### src/rtl/rx_link_fault_ctrl_if.sv
// XGMII receive word plus link-fault status bundle between the RX datapath and the fault
// controller.
interface rx_link_fault_ctrl_if;
    logic [63:0] rxd64;
    logic [7:0]  rxc8;
    logic        rs_enable;
    logic [1:0]  link_fault;
    logic [1:0]  tx_fault_ctrl;
    logic        fault_change;
    logic        seq_detect;

    modport master (
        output rxd64, rxc8, rs_enable,
        input  link_fault, tx_fault_ctrl, fault_change, seq_detect
    );

    modport slave (
        input  rxd64, rxc8, rs_enable,
        output link_fault, tx_fault_ctrl, fault_change, seq_detect
    );
endinterface

### src/rtl/rx_link_fault_ctrl.sv
// Link fault detector for the 10G RS receive path: counts local/remote fault ordered sets
// per XGMII column and drives the link_fault code and TX fault-response command.
module rx_link_fault_ctrl #(
    parameter int unsigned COL_WINDOW = 128,
    parameter int unsigned SEQ_THRESH = 4
) (
    input logic                 rxclk_in,
    input logic                 reset_in,
    rx_link_fault_ctrl_if.slave rx_if
);

    typedef enum logic [1:0] {StInit, StCount, StFault} state_e;

    typedef struct packed {
        state_e     st;
        logic [7:0] col_cnt;
        logic [2:0] seq_cnt;
        logic [1:0] last_type;
        logic [1:0] fault;
    } ctx_t;

    localparam ctx_t CtxReset = '{
        st: StInit, col_cnt: 8'd0, seq_cnt: 3'd0, last_type: 2'b00, fault: 2'b00
    };

    localparam logic [7:0] ColWindow = 8'(COL_WINDOW);
    localparam logic [2:0] SeqThresh = 3'(SEQ_THRESH);

    function automatic logic col_is_seq(logic [31:0] d, logic [3:0] c);
        return (d[31:24] == 8'h9c) && (c == 4'b1000) && (d[23:8] == 16'h0000) &&
               ((d[7:0] == 8'h01) || (d[7:0] == 8'h02));
    endfunction

    // Fault type code equals the low two bits of the fourth lane: 01 local, 10 remote.
    function automatic ctx_t col_step(ctx_t c, logic is_seq, logic [1:0] typ);
        ctx_t n;
        n = c;
        if (is_seq) begin
            n.col_cnt = 8'd0;
            case (c.st)
                StInit: begin
                    n.st        = StCount;
                    n.last_type = typ;
                    n.seq_cnt   = 3'd1;
                end
                StCount: begin
                    if (typ == c.last_type) begin
                        n.seq_cnt = c.seq_cnt + 3'd1;
                        if (n.seq_cnt == SeqThresh) begin
                            n.st    = StFault;
                            n.fault = c.last_type;
                        end
                    end else begin
                        n.last_type = typ;
                        n.seq_cnt   = 3'd1;
                    end
                end
                StFault: begin
                    if (typ != c.last_type) begin
                        n.st        = StCount;
                        n.last_type = typ;
                        n.seq_cnt   = 3'd1;
                    end
                end
                default: n = CtxReset;
            endcase
        end else begin
            if (c.col_cnt < ColWindow) begin
                n.col_cnt = c.col_cnt + 8'd1;
            end
            if ((c.st != StInit) && (n.col_cnt == ColWindow)) begin
                n.st      = StInit;
                n.seq_cnt = 3'd0;
                n.fault   = 2'b00;
            end
        end
        return n;
    endfunction

    ctx_t       ctx_q, ctx_d, ctx_mid;
    logic [1:0] tx_q, tx_d;
    logic       fc_q, fc_d;
    logic       sd_q, sd_d;
    logic       seq0, seq1;

    assign seq0 = col_is_seq(rx_if.rxd64[63:32], rx_if.rxc8[7:4]);
    assign seq1 = col_is_seq(rx_if.rxd64[31:0], rx_if.rxc8[3:0]);

    always_comb begin
        ctx_mid = col_step(ctx_q, seq0, rx_if.rxd64[33:32]);
        ctx_d   = col_step(ctx_mid, seq1, rx_if.rxd64[1:0]);
        sd_d    = seq0 | seq1;
        if (!rx_if.rs_enable) begin
            ctx_d = CtxReset;
            sd_d  = 1'b0;
        end
        fc_d = (ctx_d.fault != ctx_q.fault);
        case (ctx_d.fault)
            2'b01:   tx_d = 2'b01;
            2'b10:   tx_d = 2'b10;
            default: tx_d = 2'b00;
        endcase
    end

    always_ff @(posedge rxclk_in) begin
        if (reset_in) begin
            ctx_q <= CtxReset;
            tx_q  <= 2'b00;
            fc_q  <= 1'b0;
            sd_q  <= 1'b0;
        end else begin
            ctx_q <= ctx_d;
            tx_q  <= tx_d;
            fc_q  <= fc_d;
            sd_q  <= sd_d;
        end
    end

    assign rx_if.link_fault    = ctx_q.fault;
    assign rx_if.tx_fault_ctrl = tx_q;
    assign rx_if.fault_change  = fc_q;
    assign rx_if.seq_detect    = sd_q;

endmodule

### src/flat_wrapper.sv
// flat-port wrapper written by rule: the top's interface ports become plain ports
module rx_link_fault_ctrl_flat 
#(
    parameter int unsigned COL_WINDOW = 128,
    parameter int unsigned SEQ_THRESH = 4
)
  (rxclk_in, reset_in, rx_if_rxd64, rx_if_rxc8, rx_if_rs_enable, rx_if_link_fault, rx_if_tx_fault_ctrl, rx_if_fault_change, rx_if_seq_detect);
  rx_link_fault_ctrl_if rx_if_i ();
  input logic rxclk_in;
  input logic reset_in;
  input wire logic [$bits(rx_if_i.rxd64)-1:0] rx_if_rxd64;
  input wire logic [$bits(rx_if_i.rxc8)-1:0] rx_if_rxc8;
  input wire logic [$bits(rx_if_i.rs_enable)-1:0] rx_if_rs_enable;
  output wire logic [$bits(rx_if_i.link_fault)-1:0] rx_if_link_fault;
  output wire logic [$bits(rx_if_i.tx_fault_ctrl)-1:0] rx_if_tx_fault_ctrl;
  output wire logic [$bits(rx_if_i.fault_change)-1:0] rx_if_fault_change;
  output wire logic [$bits(rx_if_i.seq_detect)-1:0] rx_if_seq_detect;
  assign rx_if_i.rxd64 = rx_if_rxd64;
  assign rx_if_i.rxc8 = rx_if_rxc8;
  assign rx_if_i.rs_enable = rx_if_rs_enable;
  assign rx_if_link_fault = rx_if_i.link_fault;
  assign rx_if_tx_fault_ctrl = rx_if_i.tx_fault_ctrl;
  assign rx_if_fault_change = rx_if_i.fault_change;
  assign rx_if_seq_detect = rx_if_i.seq_detect;
  rx_link_fault_ctrl #(.COL_WINDOW(COL_WINDOW), .SEQ_THRESH(SEQ_THRESH)) u_core (.rxclk_in(rxclk_in), .reset_in(reset_in), .rx_if(rx_if_i));
endmodule
### config.mk
export PLATFORM = sky130hd
export DESIGN_NAME = rx_link_fault_ctrl_flat
export DESIGN_NICKNAME = d
export VERILOG_FILES = /design/src/rtl/rx_link_fault_ctrl_if.sv /design/src/rtl/rx_link_fault_ctrl.sv /design/src/flat_wrapper.sv
export SDC_FILE = /design/constraint.sdc
export NUM_CORES = 1
export LEC_CHECK = 0
export CORE_AREA = 2 2 69 71
export CTS_CLUSTER_SIZE = 30
export DETAILED_ROUTE_END_ITERATION = 8
export DIE_AREA = 0 0 71 73
export PLACE_DENSITY = 0.84
export SYNTH_ARGS = -nofsm -noshare
export SYNTH_HDL_FRONTEND = slang
export SYNTH_SLANG_ARGS = --single-unit
### constraint.sdc
create_clock -name rxclk_in -period 12.02 [get_ports rxclk_in]
set_input_delay 2.404 -clock rxclk_in [delete_from_list [all_inputs] [get_ports rxclk_in]]
set_output_delay 2.404 -clock rxclk_in [all_outputs]
set_load 0.02 [all_outputs]
After elaboration in Yosys (flattened, before gate mapping):

Cells that the tools add are included.

* register bits: 21
* input port bits: 75
* output and inout bits: 6
* word-level logic and storage cells: 99

* add/sub/neg operators: 4
* magnitude comparators: 2
* eq/ne operators: 23
* muxes and demuxes: 40
* bitwise operators: 2
* reduce and logical (&&, ||, !) cells: 20

Operator list (number)
* $mux W2: 21
* $eq A8 B8 Y1 const B: 4
* $logic_not A16 Y1: 2
* $mux W8: 4
* $pmux W5 S3: 2
* $mux W13: 2
* $add A8 B1 Y8 const B: 2
* $eq A8 B1 Y1 const B: 2
* $eq A8 B2 Y1 const B: 2
* $lt A8 B8 Y1 const B: 2
* $mux W3: 4
* $pmux W2 S2: 3
* $pmux W2 S3: 2
* $mux W5: 2
* $eq A4 B4 Y1 const B: 2
* $logic_and A1 B1 Y1: 8
* $add A3 B1 Y3 const B: 2
* $eq A2 B1 Y1 const B: 3
* $eq A2 B2 Y1 const B: 3
* $eq A3 B3 Y1 const B: 2
* $ne A2 B2 Y1: 3
* $reduce_or A2 Y1: 3
* $eq A2 B2 Y1: 2
* $logic_not A2 Y1: 2
* 5 further kinds: 7

Depth between registers and ports, before layout:

Gate-level depths: netlist of the first run.

* depth after elaboration: 19
* depth in mapped cells: 15

Worst setup path before layout of the first run:

OpenSTA, ideal clock, no wires.

* path type: input to register
* start point: input rx_if_rxd64[54]
* end point: register u_core.fc_q (netlist: u_core.rx_if.fault_change)
* setup time: 0.134 ns
* arrival: 5.559 ns
* required time: 11.886 ns
* slack: 6.327 ns
* cell stages on the path: 12
* buffers on the path: 0
* path through: nor4_1 nand4_1 nor3_2 nor2_1 ha_1 mux2_2 o32a_1 a211o_1 o41ai_2 a31oi_2 o21a_1 or4_1

* longest elaborated chain between the ends: 13
* elaborated cells on any way between the ends: 27
* classes of those cells: add/sub (2); order compare (1); eq/ne (6); mux (11); reduce/logical (7)

RTL lines
* start: declaration: RTL line flat_wrapper.sv:11 `input wire logic [$bits(rx_if_i.rxd64)-1:0] rx_if_rxd64;`
* $logic_not A16 Y1 *: RTL line rx_link_fault_ctrl.sv:30 `return (d[31:24] == 8'h9c) && (c == 4'b1000) && (d[23:8] == 16'h0000) &&`
* $logic_and A1 B1 Y1 * (2 in series): RTL line rx_link_fault_ctrl.sv:30
* $mux W13: RTL line rx_link_fault_ctrl.sv:38 `if (is_seq) begin`
* $add A8 B1 Y8 or $lt A8 B8 Y1 (tied branches): RTL line rx_link_fault_ctrl.sv:69, rx_link_fault_ctrl.sv:68
* $mux W8: RTL line rx_link_fault_ctrl.sv:68 `if (c.col_cnt < ColWindow) begin`
* $mux W8: RTL line rx_link_fault_ctrl.sv:38
* $eq A8 B8 Y1: RTL line rx_link_fault_ctrl.sv:71 `if ((c.st != StInit) && (n.col_cnt == ColWindow)) begin`
* $logic_and A1 B1 Y1: RTL line rx_link_fault_ctrl.sv:71
* $mux W2: RTL line rx_link_fault_ctrl.sv:71
* $mux W2 *: RTL line rx_link_fault_ctrl.sv:38
* $mux W2 *: RTL line rx_link_fault_ctrl.sv:93 `if (!rx_if.rs_enable) begin`
* $ne A2 B2 Y1 *: RTL line rx_link_fault_ctrl.sv:97 `fc_d = (ctx_d.fault != ctx_q.fault);`
* end signal: assignment: RTL line rx_link_fault_ctrl.sv:109 `fc_q <= 1'b0;`
* end signal: assignment: RTL line rx_link_fault_ctrl.sv:114 `fc_q <= fc_d;`
* end: declaration: RTL line rx_link_fault_ctrl.sv:82 `logic fc_q, fc_d;`

Mark *: on every way between the ends. The rest lies on a longest branch, timed or not. The select of a mux whose other input is x is not followed.
A chain may end at the register's enable or synchronous reset.

Final worst setup path of the first run:

* start point: input rx_if_rxd64[46]
* end point: register u_core.fc_q (netlist: u_core.rx_if.fault_change)

The elaborated chain is that of the path after synthesis.

==> results of run 1 <==
-- area by class of cell --
cell class                 count  area, µm²  area share (%)
tap                           54       67.6            2.34
timing repair buffer          80        801            27.7
inverter                       1       3.75           0.130
sequential                    21        420            14.6
clock buffer                   4       45.0            1.56
multi-input combinational    232       1550            53.7
-- state kept, by name (all words and copies together), names as in the netlist --
signal	cells
u_core.rx_if.link_fault	2
u_core.rx_if.tx_fault_ctrl	2
u_core.rx_if.seq_detect	1
u_core.rx_if.fault_change	1
u_core.ctx_q	15
-- cells by family (layout without fill, tap and decap cells) --
logic type,count (synthesis),after routing,share of synthesized area [%]
simple gates,140,140,38.2
compound gates,66,66,25.4
flops,21,21,20.7
xor+xnor,16,16,6.91
buf+inv,13,85,2.96
fa+ha+maj,6,6,3.70
mux,4,4,2.10
-- metrics by stage --
step           area [µm²]  worst slack [ns]  hold slack [ns]  total power, mW
2_1_floorplan        2030              6.33            0.556           0.0810
3_3_place_gp         2840              5.61            0.609            0.107
3_5_place_dp         2840              5.45            0.620            0.108
4_1_cts              2890              5.74            0.628            0.154
5_1_grt              2890              5.45            0.689            0.160
6_report             2890              5.75            0.636            0.153
-- worst max path at each step --
stage / start / to / cells past startpoint
after floorplan: rx_if_rxd64[54] / u_core.rx_if.fault_change$_SDFF_PP0_ / 12
after global placement: rx_if_rxd64[46] / u_core.rx_if.fault_change$_SDFF_PP0_ / 13
after detailed placement: rx_if_rxd64[46] / u_core.rx_if.fault_change$_SDFF_PP0_ / 13
after CTS: rx_if_rxd64[46] / u_core.rx_if.fault_change$_SDFF_PP0_ / 13
after global routing: rx_if_rxd64[46] / u_core.rx_if.fault_change$_SDFF_PP0_ / 13
final: rx_if_rxd64[46] / u_core.rx_if.fault_change$_SDFF_PP0_ / 13
-- per-layer routing --
layer,share of wire (%),GRT usage [%]
met1,41,26.1
met2,53,44.3
met3,4.8,3.87
met4,1.1,5.66
met5,0,0
-- power groups by stage --
stage                     Sequential, mW  Clock [mW]  Combinational [mW]
final                             0.0705      0.0471              0.0357
after global routing              0.0706      0.0506              0.0388
after CTS                         0.0705      0.0481              0.0358
after detailed placement          0.0721           0              0.0357
after global placement            0.0721           0              0.0347
after floorplan                   0.0718           0             0.00928
-- critical path, stage by stage --
cell	delay (ns)
clkdlybuf4s50_1	0.40
nor4_1	0.32
nand4_1	0.24
nor3_2	0.58
nor2_1	0.12
ha_1	0.33
mux2_2	0.26
o32a_1	0.17
a211o_1	0.28
o41ai_2	0.42
a31oi_2	0.17
o21a_1	0.21
or4_1	0.50
-- cells in the final DEF, fill, tap and decap left out, types with 7 or more instances in the layout --
master	synthesis	layout
clkdlybuf4s50_1	0	80
nor2_1	32	32
nand2_1	28	28
dfxtp_1	21	21
a21oi_1	19	19
nor4_1	12	12
nand3_1	9	9
xnor2_1	9	9
xor2_1	7	7
nor3_1	7	7
nor2b_1	7	7
==> metrics, run 1 <==
Gate power share 23.3%; Starting Density 44.7%; switching part of the total 22.5%; min-delay src u_core.ctx_q[5]$_SDFF_PP0_; Least-Margin Pin Slew 1.01 ns; Final HPWL DP 4.67 mm; Setup crit end kind flop; clock power share 30.7%; Antenna Nets Post-Route 0; Chip Width 71 µm; core area 0.00454 mm²; Ports 81; max-slew violation count 0; Cells after Synth 266; CP required 12.16 ns; count of different cell masters after synthesis 61; gr usage total 22.9%; Slew HR 31.8%; area leader, netlist dfxtp_1; largest net degree at the start of global routing 21; Max-cap violations 0; Primary FF master, synth dfxtp_1; Longest Clk Path Bufs 2; Post-Synthesis Net Count 347; Setup TNS 0 ns; IR drop worst, VDD 0.0420 mV; startpoint types primary input; Setup-failing EPs final 0; final critical-path required period 6.27 ns; clock slew at reported path FFs 0.08 ns; vias in the first global route 2221; IO Port Bufs 80; Die Height 73 µm; Lkg Pwr 0.984 nW; DRC violation count after routing 0; Initial DRC Count 121; WL/cell 14.6 µm; total gr overflow 0; diode count 0; DRT Pass-1 Iters 4; Reg power frac 46.0%; CTS root buffer clkbuf_8; Routed WL 5.74 mm; DP Cell Count 388; R2R cell count 14; final hold violation count 0; Num CTS Buffers 3; Post-CTS Setup Inserts 0; H-tree depth 1; post-cts resize count 0; Util after Layout 63.6%; Switch Pwr 0.0345 mW; CTS Hold Bufs 0; R2R setup slack 7.49 ns; FP Rows 25; power per cell area 53.2 mW/mm²; layout cells sized above 1 6.51%; vias per cell 5.87; via count 2302; crit share post-route 52.2%; Worst Path Arrival 6.41 ns; Yosys top cell area share 20.7%; CP max FO 10; R2R Path End u_core.rx_if.fault_change$_SDFF_PP0_; P&R area growth vs syn 42.2%; Skew-Pair Late Insertion Delay 0.26 ns; Synth top cells by count 32 x nor2_1, 28 x nand2_1, 21 x dfxtp_1; min-delay worst type reg -> reg; Syn Area/Cell 7.63 µm²; critical path type in -> reg; outcome finished, final reports clean; nets 420; clk_skew 0.00208 ns; die area 0.00518 mm²; # fillers 381; unrepaired setup endpoints after global routing false; CTS tree built; hold depth 4; count of state elements after synthesis 21; Max Clk Rate 0.159 GHz; GP Congestion 0.901; Non-Filler Instances 392; EDFF count, synth 0; r2r startpoint u_core.ctx_q[7]$_SDFF_PP0_; clock sink count 21; Async SR Flop Fraction 0%; register area share after synthesis 20.7%; global-route wire length before repair 9.69 mm; Mapped Area 0.00203 mm²; top cells by area, synth dfxtp_1 21%, nor2_1 5.9%, nand2_1 5.2%, a21oi_1 4.7%, xnor2_1 3.9%; most frequent cell after synthesis nor2_1; Yosys warning total 0; WHS Endpoint u_core.ctx_q[5]$_SDFF_PP0_; initial antenna violation count 0; Internal Pwr Total 0.119 mW
(Power assumes the default switching activity.)
==> inputs of run 2 (changes only) <==
--- a/config.mk
+++ b/config.mk
@@ -5,11 +5,11 @@
 export SDC_FILE = /design/constraint.sdc
 export NUM_CORES = 1
 export LEC_CHECK = 0
-export CORE_AREA = 2 2 69 71
+export CORE_AREA = 2 2 75 77
 export CTS_CLUSTER_SIZE = 30
 export DETAILED_ROUTE_END_ITERATION = 8
-export DIE_AREA = 0 0 71 73
-export PLACE_DENSITY = 0.84
+export DIE_AREA = 0 0 77 79
+export PLACE_DENSITY = 0.75
 export SYNTH_ARGS = -nofsm -noshare
 export SYNTH_HDL_FRONTEND = slang
 export SYNTH_SLANG_ARGS = --single-unit
==> constraint.sdc (replaced) <==
create_clock -name rxclk_in -period 5.5 [get_ports rxclk_in]
set_input_delay 1.1 -clock rxclk_in [delete_from_list [all_inputs] [get_ports rxclk_in]]
set_output_delay 1.1 -clock rxclk_in [all_outputs]
set_load 0.02 [all_outputs]
==> metrics, run 2 (synthesis gave the netlist of run 1 again) <==
outcome finished, final reports clean; Slew HR 29.4%; core area 0.00534 mm²; Setup-failing EPs final 0; Skew-Pair Late Insertion Delay 0.26 ns; H-tree depth 1; R2R cell count 14; Max-cap violations 0; total gr overflow 0; Longest Clk Path Bufs 2; final hold violation count 0; Lkg Pwr 0.999 nW; clk_skew 0.00306 ns; clock slew at reported path FFs 0.08 ns; Worst Path Arrival 4.76 ns; critical path type in -> reg; vias per cell 5.70; R2R setup slack 0.89 ns; max-slew violation count 0; Antenna Nets Post-Route 0; Starting Density 38.0%; crit share post-route 84.1%; WHS Endpoint u_core.ctx_q[5]$_SDFF_PP0_; CTS Hold Bufs 0; layout cells sized above 1 7.33%; R2R Path End u_core.rx_if.fault_change$_SDFF_PP0_; min-delay worst type reg -> reg; die area 0.00608 mm²; Max Clk Rate 0.216 GHz; IR drop worst, VDD 0.0896 mV; vias in the first global route 2239; P&R area growth vs syn 44.5%; Setup crit end kind flop; most frequent cells in the layout 80 x clkdlybuf4s50_1, 32 x nor2_1, 28 x nand2_1; Chip Width 77 µm; diode count 0; WL/cell 14.2 µm; nets 423; post-cts resize count 0; IO Port Bufs 80; CP max FO 4; GP Congestion 0.869; Ports 81; min-delay src u_core.ctx_q[5]$_SDFF_PP0_; startpoint types primary input; hold depth 4; Setup TNS 0 ns; CP required 5.64 ns; initial antenna violation count 0; FP Rows 27; Least-Margin Pin Slew 1.05 ns; clock sink count 21; CTS tree built; Die Height 79 µm; via count 2353; Fin Hold WS 0.611 ns; power per cell area 114 mW/mm²; unrepaired setup endpoints after global routing false; Initial DRC Count 122; Routed WL 5.86 mm; final critical-path required period 4.63 ns; global-route wire length before repair 10.2 mm; most common cell after layout, fill and taps aside clkdlybuf4s50_1; Biggest register u_core.ctx_q; DRT Pass-1 Iters 5; largest net degree at the start of global routing 20; r2r startpoint u_core.ctx_q[7]$_SDFF_PP0_; gr usage total 20.2%; Num CTS Buffers 3; Final HPWL DP 4.82 mm; CTS root buffer clkbuf_8; Post-CTS Setup Inserts 0; DRC violation count after routing 0; max reg flops 15
run 2: worst max path at each step:
| stage | startpoint | cells after the start | to |
|---|---|---|---|
| 6_report | rx_if_rxd64[47] | 13 | u_core.rx_if.fault_change$_SDFF_PP0_ |
| 3_5_place_dp | rx_if_rxd64[46] | 13 | u_core.rx_if.fault_change$_SDFF_PP0_ |
| 5_1_grt | rx_if_rxd64[47] | 13 | u_core.rx_if.fault_change$_SDFF_PP0_ |
| 4_1_cts | rx_if_rxd64[47] | 13 | u_core.rx_if.fault_change$_SDFF_PP0_ |
| 3_3_place_gp | rx_if_rxd64[47] | 13 | u_core.rx_if.fault_change$_SDFF_PP0_ |
| 2_1_floorplan | rx_if_rxd64[54] | 12 | u_core.rx_if.fault_change$_SDFF_PP0_ |
run 2: area by class of cell:
cell class	instances	area, µm²
Clock buffer	4	45.0
Tap cell	72	90.1
Fill cell	541	2410
Inverter	1	3.75
Multi-Input combinational cell	232	1550
Timing Repair Buffer	83	823
Sequential cell	21	420
run 2: per-layer routing:
layer	vias up	wire, µm	global-route usage, %
li1	1165	-	-
met1	1095	2430	25.1
met2	89	3070	37.5
met3	4	321	3.07
met4	0	38	3.39
met5	-	0	0
run 2: per-stage QoR:
step                area, µm²  instances  setup WS, ns  power [mW]  util, %
global route             2930        413         0.583       0.351     54.9
finish                   2930        413         0.873       0.335     54.9
global placement         2890        409         0.707       0.234     54.1
floorplan                2030        266          1.11       0.177        -
detailed placement       2890        409         0.600       0.235     54.1
CTS                      2930        413         0.876       0.338     54.9
run 2: critical path, stage by stage:
cell and delay [ns]:
clkdlybuf4s50_1 0.40, nor4_1 0.31, nand4_1 0.23, nor3_2 0.31, nor2_1 0.09, ha_1 0.31
mux2_2 0.26, o32a_1 0.18, a211o_1 0.27, o41ai_2 0.41, a31oi_2 0.18, o21a_1 0.21
or4_1 0.52
run 2: report_power, final:
part | internal [mW] | switching (mW) | total (mW) | leakage, nW
Combinational | 0.0556 | 0.0220 | 0.0776 | 0.807
Clock | 0.0517 | 0.0518 | 0.103 | 0.0228
Sequential | 0.153 | 0.00150 | 0.154 | 0.169
Total | 0.260 | 0.0753 | 0.335 | 0.999
